$ cat config.mk
export PLATFORM = sky130hd
export DESIGN_NAME = qpsk_demodulate
export DESIGN_NICKNAME = d
export VERILOG_FILES = /design/src/rtl/qpsk_demodulate.sv
export SDC_FILE = /design/constraint.sdc
export NUM_CORES = 1
export LEC_CHECK = 0
export CORE_MARGIN = 4
export CORE_UTILIZATION = 65
export CTS_CLUSTER_SIZE = 16
export DETAILED_ROUTE_END_ITERATION = 10
export PLACE_DENSITY = 0.85
export SYNTH_ARGS = -nofsm -noshare
export SYNTH_HDL_FRONTEND = slang
export SYNTH_SLANG_ARGS = --single-unit
$ cat constraint.sdc
create_clock -name clk -period 9.6 [get_ports clk]
set_input_delay 0.96 -clock clk [delete_from_list [all_inputs] [get_ports clk]]
set_output_delay 0.96 -clock clk [all_outputs]
set_load 0.005 [all_outputs]
$ cat src/rtl/qpsk_demodulate.sv
// ============================================================================
// Module   : qpsk_demodulate
// Summary  : QPSK hard-decision demodulator. Correlates each symbol period of
//            offset-binary carrier samples against sign-of-cos and sign-of-sin
//            references and emits one I/Q bit pair per symbol.
//            Optional: define DEMOD_SOFT_OUT_EN to expose soft_i/soft_q.
// Revision : 1.0 - initial release
// ============================================================================
`default_nettype none

module qpsk_demodulate #(
    parameter int SAMPLES_PER_SYM = 16,
    parameter int ACC_W           = 16
) (
    input  logic                    clk,
    input  logic                    rst,
    input  logic [8:0]              QPSK_in,
    input  logic                    sample_valid,
    input  logic                    sym_start,
    output logic                    Ichannel,
    output logic                    Qchannel,
    output logic                    bits_valid,
    output logic                    sync_err
`ifdef DEMOD_SOFT_OUT_EN
    ,
    output logic signed [ACC_W-1:0] soft_i,
    output logic signed [ACC_W-1:0] soft_q
`endif
);

    localparam int                 c_IDX_W = (SAMPLES_PER_SYM > 1) ? $clog2(SAMPLES_PER_SYM) : 1;
    localparam logic [c_IDX_W-1:0] c_LAST  = c_IDX_W'(SAMPLES_PER_SYM - 1);
    localparam logic [c_IDX_W-1:0] c_ONE   = c_IDX_W'(1);

    localparam logic [0:0] c_IDLE  = 1'b0;
    localparam logic [0:0] c_TRACK = 1'b1;

    logic [0:0]               r_state;
    logic [c_IDX_W-1:0]       r_idx;
    logic signed [ACC_W-1:0]  r_acc_i;
    logic signed [ACC_W-1:0]  r_acc_q;
    logic                     r_ichannel;
    logic                     r_qchannel;
    logic                     r_bits_valid;
    logic                     r_sync_err;

    // Reference sign tables: bit set means +1, clear means -1.
    logic [SAMPLES_PER_SYM-1:0] w_cref;
    logic [SAMPLES_PER_SYM-1:0] w_qref;

    for (genvar n = 0; n < SAMPLES_PER_SYM; n++) begin : g_ref
        assign w_cref[n] = (n < SAMPLES_PER_SYM / 4) || (n >= (3 * SAMPLES_PER_SYM) / 4);
        assign w_qref[n] = (n < SAMPLES_PER_SYM / 2);
    end

    logic signed [9:0]        w_s;
    logic signed [ACC_W-1:0]  w_s_ext;
    logic signed [ACC_W-1:0]  w_s_neg;
    logic                     w_restart;
    logic [c_IDX_W-1:0]       w_n;
    logic signed [ACC_W-1:0]  w_base_i;
    logic signed [ACC_W-1:0]  w_base_q;
    logic signed [ACC_W-1:0]  w_sum_i;
    logic signed [ACC_W-1:0]  w_sum_q;
    logic                     w_last;

    assign w_s     = $signed({1'b0, QPSK_in}) - 10'sd256;
    assign w_s_ext = {{(ACC_W - 10){w_s[9]}}, w_s};
    assign w_s_neg = -w_s_ext;

    // A qualified sym_start begins a fresh symbol unless it lands exactly on index 0.
    assign w_restart = sample_valid && sym_start && ((r_state == c_IDLE) || (r_idx != '0));
    assign w_n       = w_restart ? '0 : r_idx;
    assign w_base_i  = w_restart ? '0 : r_acc_i;
    assign w_base_q  = w_restart ? '0 : r_acc_q;
    assign w_sum_i   = w_base_i + (w_cref[w_n] ? w_s_ext : w_s_neg);
    assign w_sum_q   = w_base_q + (w_qref[w_n] ? w_s_ext : w_s_neg);
    assign w_last    = !w_restart && (w_n == c_LAST);

    always_ff @(posedge clk) begin
        if (rst) begin
            r_state      <= c_IDLE;
            r_idx        <= '0;
            r_acc_i      <= '0;
            r_acc_q      <= '0;
            r_ichannel   <= 1'b0;
            r_qchannel   <= 1'b0;
            r_bits_valid <= 1'b0;
            r_sync_err   <= 1'b0;
        end else begin
            r_bits_valid <= 1'b0;
            r_sync_err   <= 1'b0;
            if (sample_valid) begin
                if (w_restart) begin
                    r_acc_i    <= w_sum_i;
                    r_acc_q    <= w_sum_q;
                    r_idx      <= c_ONE;
                    r_state    <= c_TRACK;
                    r_sync_err <= (r_state == c_TRACK);
                end else if (r_state == c_TRACK) begin
                    if (w_last) begin
                        r_ichannel   <= w_sum_i[ACC_W-1];
                        r_qchannel   <= w_sum_q[ACC_W-1];
                        r_bits_valid <= 1'b1;
                        r_acc_i      <= '0;
                        r_acc_q      <= '0;
                        r_idx        <= '0;
                    end else begin
                        r_acc_i <= w_sum_i;
                        r_acc_q <= w_sum_q;
                        r_idx   <= r_idx + c_ONE;
                    end
                end
            end
        end
    end

`ifdef DEMOD_SOFT_OUT_EN
    logic signed [ACC_W-1:0] r_soft_i;
    logic signed [ACC_W-1:0] r_soft_q;

    always_ff @(posedge clk) begin
        if (rst) begin
            r_soft_i <= '0;
            r_soft_q <= '0;
        end else if (sample_valid && (r_state == c_TRACK) && w_last) begin
            r_soft_i <= w_sum_i;
            r_soft_q <= w_sum_q;
        end
    end

    assign soft_i = r_soft_i;
    assign soft_q = r_soft_q;
`endif

    assign Ichannel   = r_ichannel;
    assign Qchannel   = r_qchannel;
    assign bits_valid = r_bits_valid;
    assign sync_err   = r_sync_err;

endmodule

`default_nettype wire

== Word level (Yosys, flattened, before mapping) ==
Memories as Yosys holds them, arrays and structs flattened.
Cells that the tools add are included.

* Add/sub/neg operators: 5
* Multiply operators: 0
* Divide/modulo/power cells: 0
* $lt $le $gt $ge: 1
* Equality and inequality tests: 1
* Shifts and indexed selects: 0
* Multiplexer cells: 17
* Bitwise gates (word level): 3
* Reductions and logical operators: 12

{| class="wikitable"
|+ Operators by type and width
! cell !! count
|-
| two-way mux 16 bit || 10
|-
| adder 16 bit || 2
|-
| two-way mux 4 bit || 4
|-
| negation 10 -> 16 bit || 1
|-
| subtractor 9 x 9 -> 10 bit, second input constant || 1
|-
| less-than comparator 4 x 5 -> 1 bit, second input constant || 1
|-
| adder 4 x 1 -> 4 bit, second input constant || 1
|-
| == test 4 bit, second input constant || 1
|-
| AND reduction 2 bit || 2
|-
| AND reduction 4 bit || 1
|-
| nonzero test 4 bit || 1
|-
| OR reduction 4 bit || 1
|-
| logical AND 1 bit || 3
|-
| two-way mux 1 bit || 3
|-
| inverter 1 bit || 3
|-
| OR reduction 3 bit || 1
|-
| nonzero test 2 bit || 1
|-
| logical NOT 1 bit || 1
|-
| logical OR 1 bit || 1
|}

* Flip-flop bits (word level): 41
* Latch bits: 0
* Bits in writable memories: 0
* Memory bits (read-only): 32
* Input bits: 13
* Output and inout port bits: 4
* Word-level logic and storage cells: 49
* Memories kept: 2

{| class="wikitable"
|+ Memory list
! name !! words !! bits a word !! read ports !! clocked after Yosys merged registers in !! write ports !! RTL line !! source
|-
| (no name shown) || 16 || 1 || 1 || 0 || 0 || 77 || <nowiki>assign w_sum_q = w_base_q + (w_qref[w_n] ? w_s_ext : w_s_neg);</nowiki>
|-
| (no name shown) || 16 || 1 || 1 || 0 || 0 || 76 || <nowiki>assign w_sum_i = w_base_i + (w_cref[w_n] ? w_s_ext : w_s_neg);</nowiki>
|}

== Logic depth before layout (Yosys ltp) ==
Gate-level depths: netlist of run 1.

* Word-level depth: 11
* Depth in mapped cells: 19
* Gate-level depth less buffers: 16

== Worst setup path before layout of run 1 ==
Ideal clock, no wire load.

* Path type: input -> register
* From: input sample_valid
* To: register r_acc_i[14]
* Setup time: 117 ps
* Arrival: 3868 ps
* Data required time: 9483 ps
* Slack: 5615 ps
* Cell stages on the path: 14
* Path buffers: 3
* Cells stage by stage: nand3_1 -> clkbuf_1 -> clkbuf_1 -> and2_1 -> ha_1 -> clkbuf_1 -> nor2_1 -> or2_2 -> ha_1 -> a21o_1 -> a21oi_1 -> o21bai_1 -> or3_1 -> a32o_1

* Cells in the longest elaborated chain, start to end: 10
* Elaborated cells between the ends (all ways): 16
* Classes of those cells: 1 x add/sub; 1 x eq/ne; 7 x mux; 6 x reduce/logical; 1 x memory

{| class="wikitable"
|+ RTL lines
! what !! RTL line !! source
|-
| start, declared || 18 || <nowiki>input logic sample_valid,</nowiki>
|-
| logical AND 1 bit (2 in series) || 72 || <nowiki>assign w_restart = sample_valid && sym_start && ((r_state == c_IDLE) || (r_idx != '0));</nowiki>
|-
| two-way mux 4 bit || 73 || <nowiki>assign w_n = w_restart ? '0 : r_idx;</nowiki>
|-
| memory read (16 x 1 bit) || -- ||
|-
| two-way mux 1 bit (implied by the code) || 76 ||
|-
| two-way mux 16 bit || 76 ||
|-
| adder 16 bit || 76 ||
|-
| two-way mux 16 bit || 101 || <nowiki>if (w_last) begin</nowiki>
|-
| two-way mux 16 bit || 100 || <nowiki>end else if (r_state == c_TRACK) begin</nowiki>
|-
| two-way mux 16 bit || 94 || <nowiki>if (w_restart) begin</nowiki>
|-
| end signal, assigned || 95 || <nowiki>r_acc_i <= w_sum_i;</nowiki>
|-
| end signal, assigned || 109 || <nowiki>r_acc_i <= w_sum_i;</nowiki>
|-
| end, declared || 40 || <nowiki>logic signed [ACC_W-1:0] r_acc_i;</nowiki>
|}

Parallel ways exist; a longest one is shown, timed or not. The select of a mux whose other input is x is not followed.
A chain may end at the register's enable or synchronous reset.

== Worst setup path in the final report of run 1 ==
* From: input sample_valid
* To: register r_acc_i[8]

Same word-level chain as after synthesis.

==> flow_metrics.env, run 1 <==
export IMPL_sequential_element_share_of_the_synthesized_area_pct=23.2
export IMPL_rsz0062_at_grt="no"
export IMPL_fp_dieW_um=81.8
export IMPL_gpl_final_weighted_congestion=0.988
export IMPL_clock_tree_buffer_depth=2
export IMPL_path_clk_slew_ps=90
export IMPL_worst_slew_margin_rel_pct=23.0
export IMPL_tritoncts="done"
export IMPL_layout_commonest_cell="sky130_fd_sc_hd__nand2_1"
export IMPL_timing_hold_ws_ps=454
export IMPL_share_of_cells_above_drive_strength_1_pct=5.63
export IMPL_hold_violations=0
export IMPL_areaGrowthSynthToFinish_pct=7.39
export IMPL_achievable_frequency_ghz=0.229
export IMPL_hp_class="flop to flop"
export IMPL_wl_final_mm=7.95
export IMPL_clkLatencyLatePin_ps=300
export IMPL_die_y_um=81.8
export IMPL_grt_start_max_net_pins=37
export IMPL_detail_route_drc_violations=0
export IMPL_grtUsageMet3_pct=3.84
export IMPL_core_region_area_um2=5200
export IMPL_yosysWarningCount=0
export IMPL_num_rows=26
export IMPL_drt_first_pass_iters=5
export IMPL_drt_iter0_drc=165
export IMPL_cts_sinks=41
export IMPL_pre_cts_ws_ps=4950
export IMPL_synth_ff_latch_count=41
export IMPL_pwr_density_cell_nw_per_um2=121
export IMPL_die_area_um2=6690
export IMPL_cts_setup_buffers=0
export IMPL_post_synth_instance_area_um2=3540
export IMPL_cts_root_buf="sky130_fd_sc_hd__clkbuf_8"
export IMPL_routed_via_count=3267
export IMPL_setup_slack_ps=5230
export IMPL_htree_num_levels=2
export IMPL_post_synth_cell_area_avg_um2=7.83
export IMPL_routed_wire_length_per_instance_um=15.0
export IMPL_detail_route_vias_per_cell=6.14
export IMPL_endpoint_class_of_the_critical_path="flop"
export IMPL_p_leak_nw=1.58
export IMPL_grt_use_met2_pct=43.6
export IMPL_net_count_after_synthesis=501
export IMPL_min_period_ps=4370
export IMPL_floorplan_initialDensity_pct=68.0
export IMPL_grt_first_pass_wirelength_mm=13.5
export IMPL_synth_cell_type_count=56
export IMPL_detailedPlacementHpwl_mm=5.75
export IMPL_ctsHoldBuffers=0
export IMPL_busiest_layer="met2"
export IMPL_antenna_found_initial=0
export IMPL_timing_critical_path_from_type="input port"
export IMPL_boundaryPins=17
export IMPL_postSynth_topFlopCell="sky130_fd_sc_hd__dfxtp_1"
export IMPL_clock_skew_ps=11.7
export IMPL_slew_violations=0
export IMPL_critPathKind="input port to flop"
export IMPL_drt_antenna_net_count=0
export IMPL_tightestPinTransition_ps=1150
export IMPL_run_status="complete, no violations"
export IMPL_setup_viol_count_final=0
export IMPL_mostFrequentLayoutCells="sky130_fd_sc_hd__nand2_1, sky130_fd_sc_hd__dfxtp_1, sky130_fd_sc_hd__nor2_1"
export IMPL_r2r_slack_ps=5630
export IMPL_grt_pass1_vias=3045
export IMPL_drv_cap=0
export IMPL_portBuffers=16
export IMPL_placed_area_um2=3720
export IMPL_layout_nets=510
export IMPL_async_flop_share_pct=0
export IMPL_worstPathArrival_ps=4610
export IMPL_met1_global_route_usage_pct=33.1
export IMPL_insertedDiodeCount=0
export IMPL_path_max_fanout=36
export IMPL_synth_edf_count=0
export IMPL_grt_remaining_overflow=0
export IMPL_ctsResizeCount=0
export IMPL_finish_instance_area_um2=3800
export IMPL_critPathRequiredTime_ps=9840
export IMPL_fin_setup_tns_ps=0
export IMPL_timing_final_crit_share_pct=45.5
export IMPL_gr_usage_all_layers_pct=25.7
export IMPL_tritoncts_num_buffers=5
export IMPL_max_vdd_ir_drop_mv=0.0787
export IMPL_synthCells=452
-- per-stage QoR --
step | total power, mW | util, % | std cells
3_5_place_dp | 0.348 | 71.4 | 524
2_1_floorplan | 0.315 | - | 452
6_report | 0.461 | 73.0 | 532
3_3_place_gp | 0.344 | 71.4 | 524
4_1_cts | 0.462 | 73.0 | 532
5_1_grt | 0.490 | 73.0 | 532
-- registers in the layout, summed over array words and instances (netlist names) --
register / count
r_acc_i: 16
r_acc_q: 16
r_idx: 4
Ichannel: 1
Qchannel: 1
bits_valid: 1
r_state: 1
sync_err: 1
-- per-layer routing --
metal | wire [um] | vias to the layer above
li1 | - | 1624
met3 | 374 | 17
met5 | 0 | -
met4 | 154 | 0
met2 | 3800 | 87
met1 | 3630 | 1539
-- final timing paths --
| kind | start | endpoint | cells after the start |
|---|---|---|---|
| worst max-delay path | sample_valid | r_acc_i[8] | 14 |
| worst min-delay path | r_acc_q[11] | r_acc_q[11] | 2 |
| worst max register to register | r_idx[0] | r_acc_i[8] | 16 |
| worst min register to register | r_acc_q[11] | r_acc_q[11] | 2 |
-- area by class of cell --
class,count,area (um2)
Multi-Input combinational cell,371,2540
Inverter,24,90.1
Sequential cell,41,821
Tap cell,70,87.6
Clock buffer,6,72.6
Fill cell,420,1410
Clock inverter,2,10.0
Timing Repair Buffer,18,175
-- cell usage after synthesis, types with 5 or more instances --
master,instances,share of area (%)
sky130_fd_sc_hd__xor2_1,9,2.2
sky130_fd_sc_hd__nand3_1,8,1.1
sky130_fd_sc_hd__o21a_1,6,1.3
sky130_fd_sc_hd__a21o_1,10,2.1
sky130_fd_sc_hd__a31oi_1,6,1.1
sky130_fd_sc_hd__nand2b_1,10,1.8
sky130_fd_sc_hd__a32o_1,5,1.4
sky130_fd_sc_hd__a32oi_1,6,1.5
sky130_fd_sc_hd__ha_1,34,12
sky130_fd_sc_hd__o211ai_1,7,1.5
sky130_fd_sc_hd__buf_2,5,0.71
sky130_fd_sc_hd__and2_1,33,5.8
sky130_fd_sc_hd__xnor2_1,23,5.7
sky130_fd_sc_hd__nand2_1,47,5.0
sky130_fd_sc_hd__o21ai_0,21,3.0
sky130_fd_sc_hd__nor2_1,39,4.1
sky130_fd_sc_hd__dfxtp_1,41,23
sky130_fd_sc_hd__or3_1,8,1.4
sky130_fd_sc_hd__a21oi_1,21,3.0
sky130_fd_sc_hd__clkbuf_1,8,0.85
sky130_fd_sc_hd__o21bai_1,7,1.5
sky130_fd_sc_hd__o21ai_1,5,0.71
sky130_fd_sc_hd__inv_1,23,2.4
sky130_fd_sc_hd__a22oi_1,12,2.5
-- power by group --
group          total, mW  switching [mW]  internal [mW]  leakage, nW
combinational      0.157          0.0886         0.0682         1.20
clock              0.114          0.0638         0.0505       0.0450
sequential         0.190         0.00595          0.184        0.335
total              0.461           0.158          0.303         1.58
-- logic make-up after synthesis --
kind of cell               synth area share [%]
xor gates and xnor gates                   8.38
and+or+nand+nor                            25.1
buffers and inverters                      4.92
adders and majority gates                  13.2
AOI/OAI and AO/OA                          25.2
DFF                                        23.2
-- worst max-delay path: stages --
cell and delay, ps:
sky130_fd_sc_hd__clkdlybuf4s50_1 610, sky130_fd_sc_hd__nand3_1 120, sky130_fd_sc_hd__buf_4 260, sky130_fd_sc_hd__and2_1 210, sky130_fd_sc_hd__ha_1 400, sky130_fd_sc_hd__o21ai_0 290, sky130_fd_sc_hd__inv_1 100, sky130_fd_sc_hd__fa_1 400
sky130_fd_sc_hd__nand2b_1 190, sky130_fd_sc_hd__a21oi_1 230, sky130_fd_sc_hd__o21a_1 160, sky130_fd_sc_hd__o21ai_0 130, sky130_fd_sc_hd__a2111oi_0 400, sky130_fd_sc_hd__nand3b_1 150
Note: power is estimated with default switching activity, not from simulation.
==> inputs of run 2 (changes only) <==
--- a/config.mk
+++ b/config.mk
@@ -6,10 +6,10 @@
 export NUM_CORES = 1
 export LEC_CHECK = 0
 export CORE_MARGIN = 4
-export CORE_UTILIZATION = 65
+export CORE_UTILIZATION = 61
 export CTS_CLUSTER_SIZE = 16
 export DETAILED_ROUTE_END_ITERATION = 10
-export PLACE_DENSITY = 0.85
+export PLACE_DENSITY = 0.81
 export SYNTH_ARGS = -nofsm -noshare
 export SYNTH_HDL_FRONTEND = slang
 export SYNTH_SLANG_ARGS = --single-unit
==> constraint.sdc (replaced) <==
create_clock -name clk -period 4.55 [get_ports clk]
set_input_delay 0.455 -clock clk [delete_from_list [all_inputs] [get_ports clk]]
set_output_delay 0.455 -clock clk [all_outputs]
set_load 0.005 [all_outputs]
==> flow_metrics.env, run 2 (synthesized netlist as in run 1, its figures left out) <==
export IMPL_run_status="complete, no violations"
export IMPL_fin_setup_tns_ps=0
export IMPL_boundaryPins=17
export IMPL_largestRegisters="r_acc_i x16, r_acc_q x16, r_idx x4"
export IMPL_die_y_um=84.2
export IMPL_drt_first_pass_iters=4
export IMPL_placed_area_um2=3730
export IMPL_areaGrowthSynthToFinish_pct=7.99
export IMPL_drt_iter0_drc=169
export IMPL_endpoint_class_of_the_critical_path="flop"
export IMPL_reg2reg_depth=15
export IMPL_timing_final_crit_share_pct=84.6
export IMPL_grt_pass1_vias=3282
export IMPL_share_of_cells_above_drive_strength_1_pct=5.83
export IMPL_p_comb_share_pct=33.9
export IMPL_drv_cap=0
export IMPL_worstPathArrival_ps=4050
export IMPL_rsz0062_at_grt="no"
export IMPL_timing_critical_path_from_type="input port"
export IMPL_pwr_density_cell_nw_per_um2=258
export IMPL_p_leak_nw=1.59
export IMPL_pre_cts_ws_ps=427
export IMPL_critPathKind="input port to flop"
export IMPL_clock_skew_ps=5.53
export IMPL_die_area_um2=7080
export IMPL_tightestPinTransition_ps=892
export IMPL_whs_path_depth=2
export IMPL_worst_slew_margin_rel_pct=40.4
export IMPL_cts_root_buf="sky130_fd_sc_hd__clkbuf_8"
export IMPL_finish_instance_area_um2=3820
export IMPL_gr_usage_all_layers_pct=24.0
export IMPL_hp_class="flop to flop"
export IMPL_min_period_ps=3850
export IMPL_cell_internal_pwr_mw=0.655
export IMPL_cts_sinks=41
export IMPL_ctsResizeCount=0
export IMPL_seq_power_share_pct=40.8
export IMPL_critPathRequiredTime_ps=4750
export IMPL_clock_power_share_pct=25.3
export IMPL_num_rows=27
export IMPL_layout_commonest_cell="sky130_fd_sc_hd__nand2_1"
export IMPL_switching_share_pct=33.5
export IMPL_tritoncts_num_buffers=5
export IMPL_mostFrequentLayoutCells="sky130_fd_sc_hd__nand2_1, sky130_fd_sc_hd__dfxtp_1, sky130_fd_sc_hd__nor2_1"
export IMPL_achievable_frequency_ghz=0.260
export IMPL_detail_route_vias_per_cell=6.03
export IMPL_r2r_slack_ps=770
export IMPL_routed_via_count=3226
export IMPL_antenna_found_initial=0
export IMPL_grt_remaining_overflow=0
export IMPL_hold_violations=0
export IMPL_routed_wire_length_per_instance_um=15.4
export IMPL_htree_num_levels=2
export IMPL_core_region_area_um2=5570
export IMPL_path_max_fanout=7
export IMPL_slew_violations=0
export IMPL_floorplan_initialDensity_pct=63.5
export IMPL_fp_dieW_um=84.2
export IMPL_setup_slack_ps=701
export IMPL_drt_antenna_net_count=0
export IMPL_grt_first_pass_wirelength_mm=14.2
export IMPL_wl_final_mm=8.24
export IMPL_detail_route_drc_violations=0
export IMPL_clock_tree_buffer_depth=2
export IMPL_layout_nets=512
export IMPL_clkLatencyLatePin_ps=300
export IMPL_path_clk_slew_ps=80
export IMPL_cts_setup_buffers=0
export IMPL_fin_total_pwr_mw=0.984
export IMPL_max_vdd_ir_drop_mv=0.153
export IMPL_tritoncts="done"
export IMPL_ctsHoldBuffers=0
export IMPL_netSwitchingPower_mw=0.330
export IMPL_insertedDiodeCount=0
export IMPL_gpl_final_weighted_congestion=0.940
export IMPL_grt_start_max_net_pins=36
export IMPL_setup_viol_count_final=0
export IMPL_detailedPlacementHpwl_mm=6.13
export IMPL_finish_utilization_pct=68.5
export IMPL_portBuffers=16
-- run 2: changes by cell type in the layout (fill, tap and decap cells not counted), sizes merged --
cell and change:
buf +2, clkbuf +1, clkinv -2
-- run 2: worst paths after layout --
kind | end | start
setup reg to reg | r_acc_i[8] | r_idx[0]
hold / removal | r_acc_q[10] | r_acc_q[10]
hold reg to reg | r_acc_q[10] | r_acc_q[10]
setup / recovery | r_acc_q[14] | QPSK_in[0]
-- run 2: metal layers --
layer  up-vias  wire length [um]  track usage, %
met1      1502              3600            30.1
met2        72              3960            40.1
met5         -                 0               0
met4         0               262            12.0
met3        27               419            3.63
li1       1625                 -               -
-- run 2: power by group through the flow --
stage | registers [mW] | logic (mW) | clock network, mW
after floorplan | 0.406 | 0.259 | 0
after global placement | 0.408 | 0.321 | 0
after detailed placement | 0.410 | 0.330 | 0
after CTS | 0.402 | 0.332 | 0.254
after global routing | 0.405 | 0.375 | 0.273
final | 0.402 | 0.334 | 0.249
-- run 2: layout make-up --
class	instances	area (um2)
multi-input combinational	371	2540
timing repair buffer	20	190
sequential	41	821
inverter	24	90.1
fill	488	1750
clock buffer	7	86.3
tap	72	90.1
-- run 2: critical path, cell delays in order --
cell                              delay [ps]
sky130_fd_sc_hd__clkdlybuf4s50_1         530
sky130_fd_sc_hd__inv_1                   110
sky130_fd_sc_hd__ha_1                    190
sky130_fd_sc_hd__nand2_1                  90
sky130_fd_sc_hd__or3_1                   370
sky130_fd_sc_hd__nor3_2                  290
sky130_fd_sc_hd__nor2_1                  160
sky130_fd_sc_hd__xnor2_1                 170
sky130_fd_sc_hd__ha_1                    350
sky130_fd_sc_hd__inv_1                   140
sky130_fd_sc_hd__o21bai_1                110
sky130_fd_sc_hd__a211oi_2                360
sky130_fd_sc_hd__a31oi_1                 160
sky130_fd_sc_hd__or3_1                   320
sky130_fd_sc_hd__a32o_1                  240
-- run 2: stage by stage --
step                hold slack, ps  std cells
floorplan                      417        452
global placement               429        528
detailed placement             434        528
CTS                            453        535
global route                   471        535
finish                         451        535
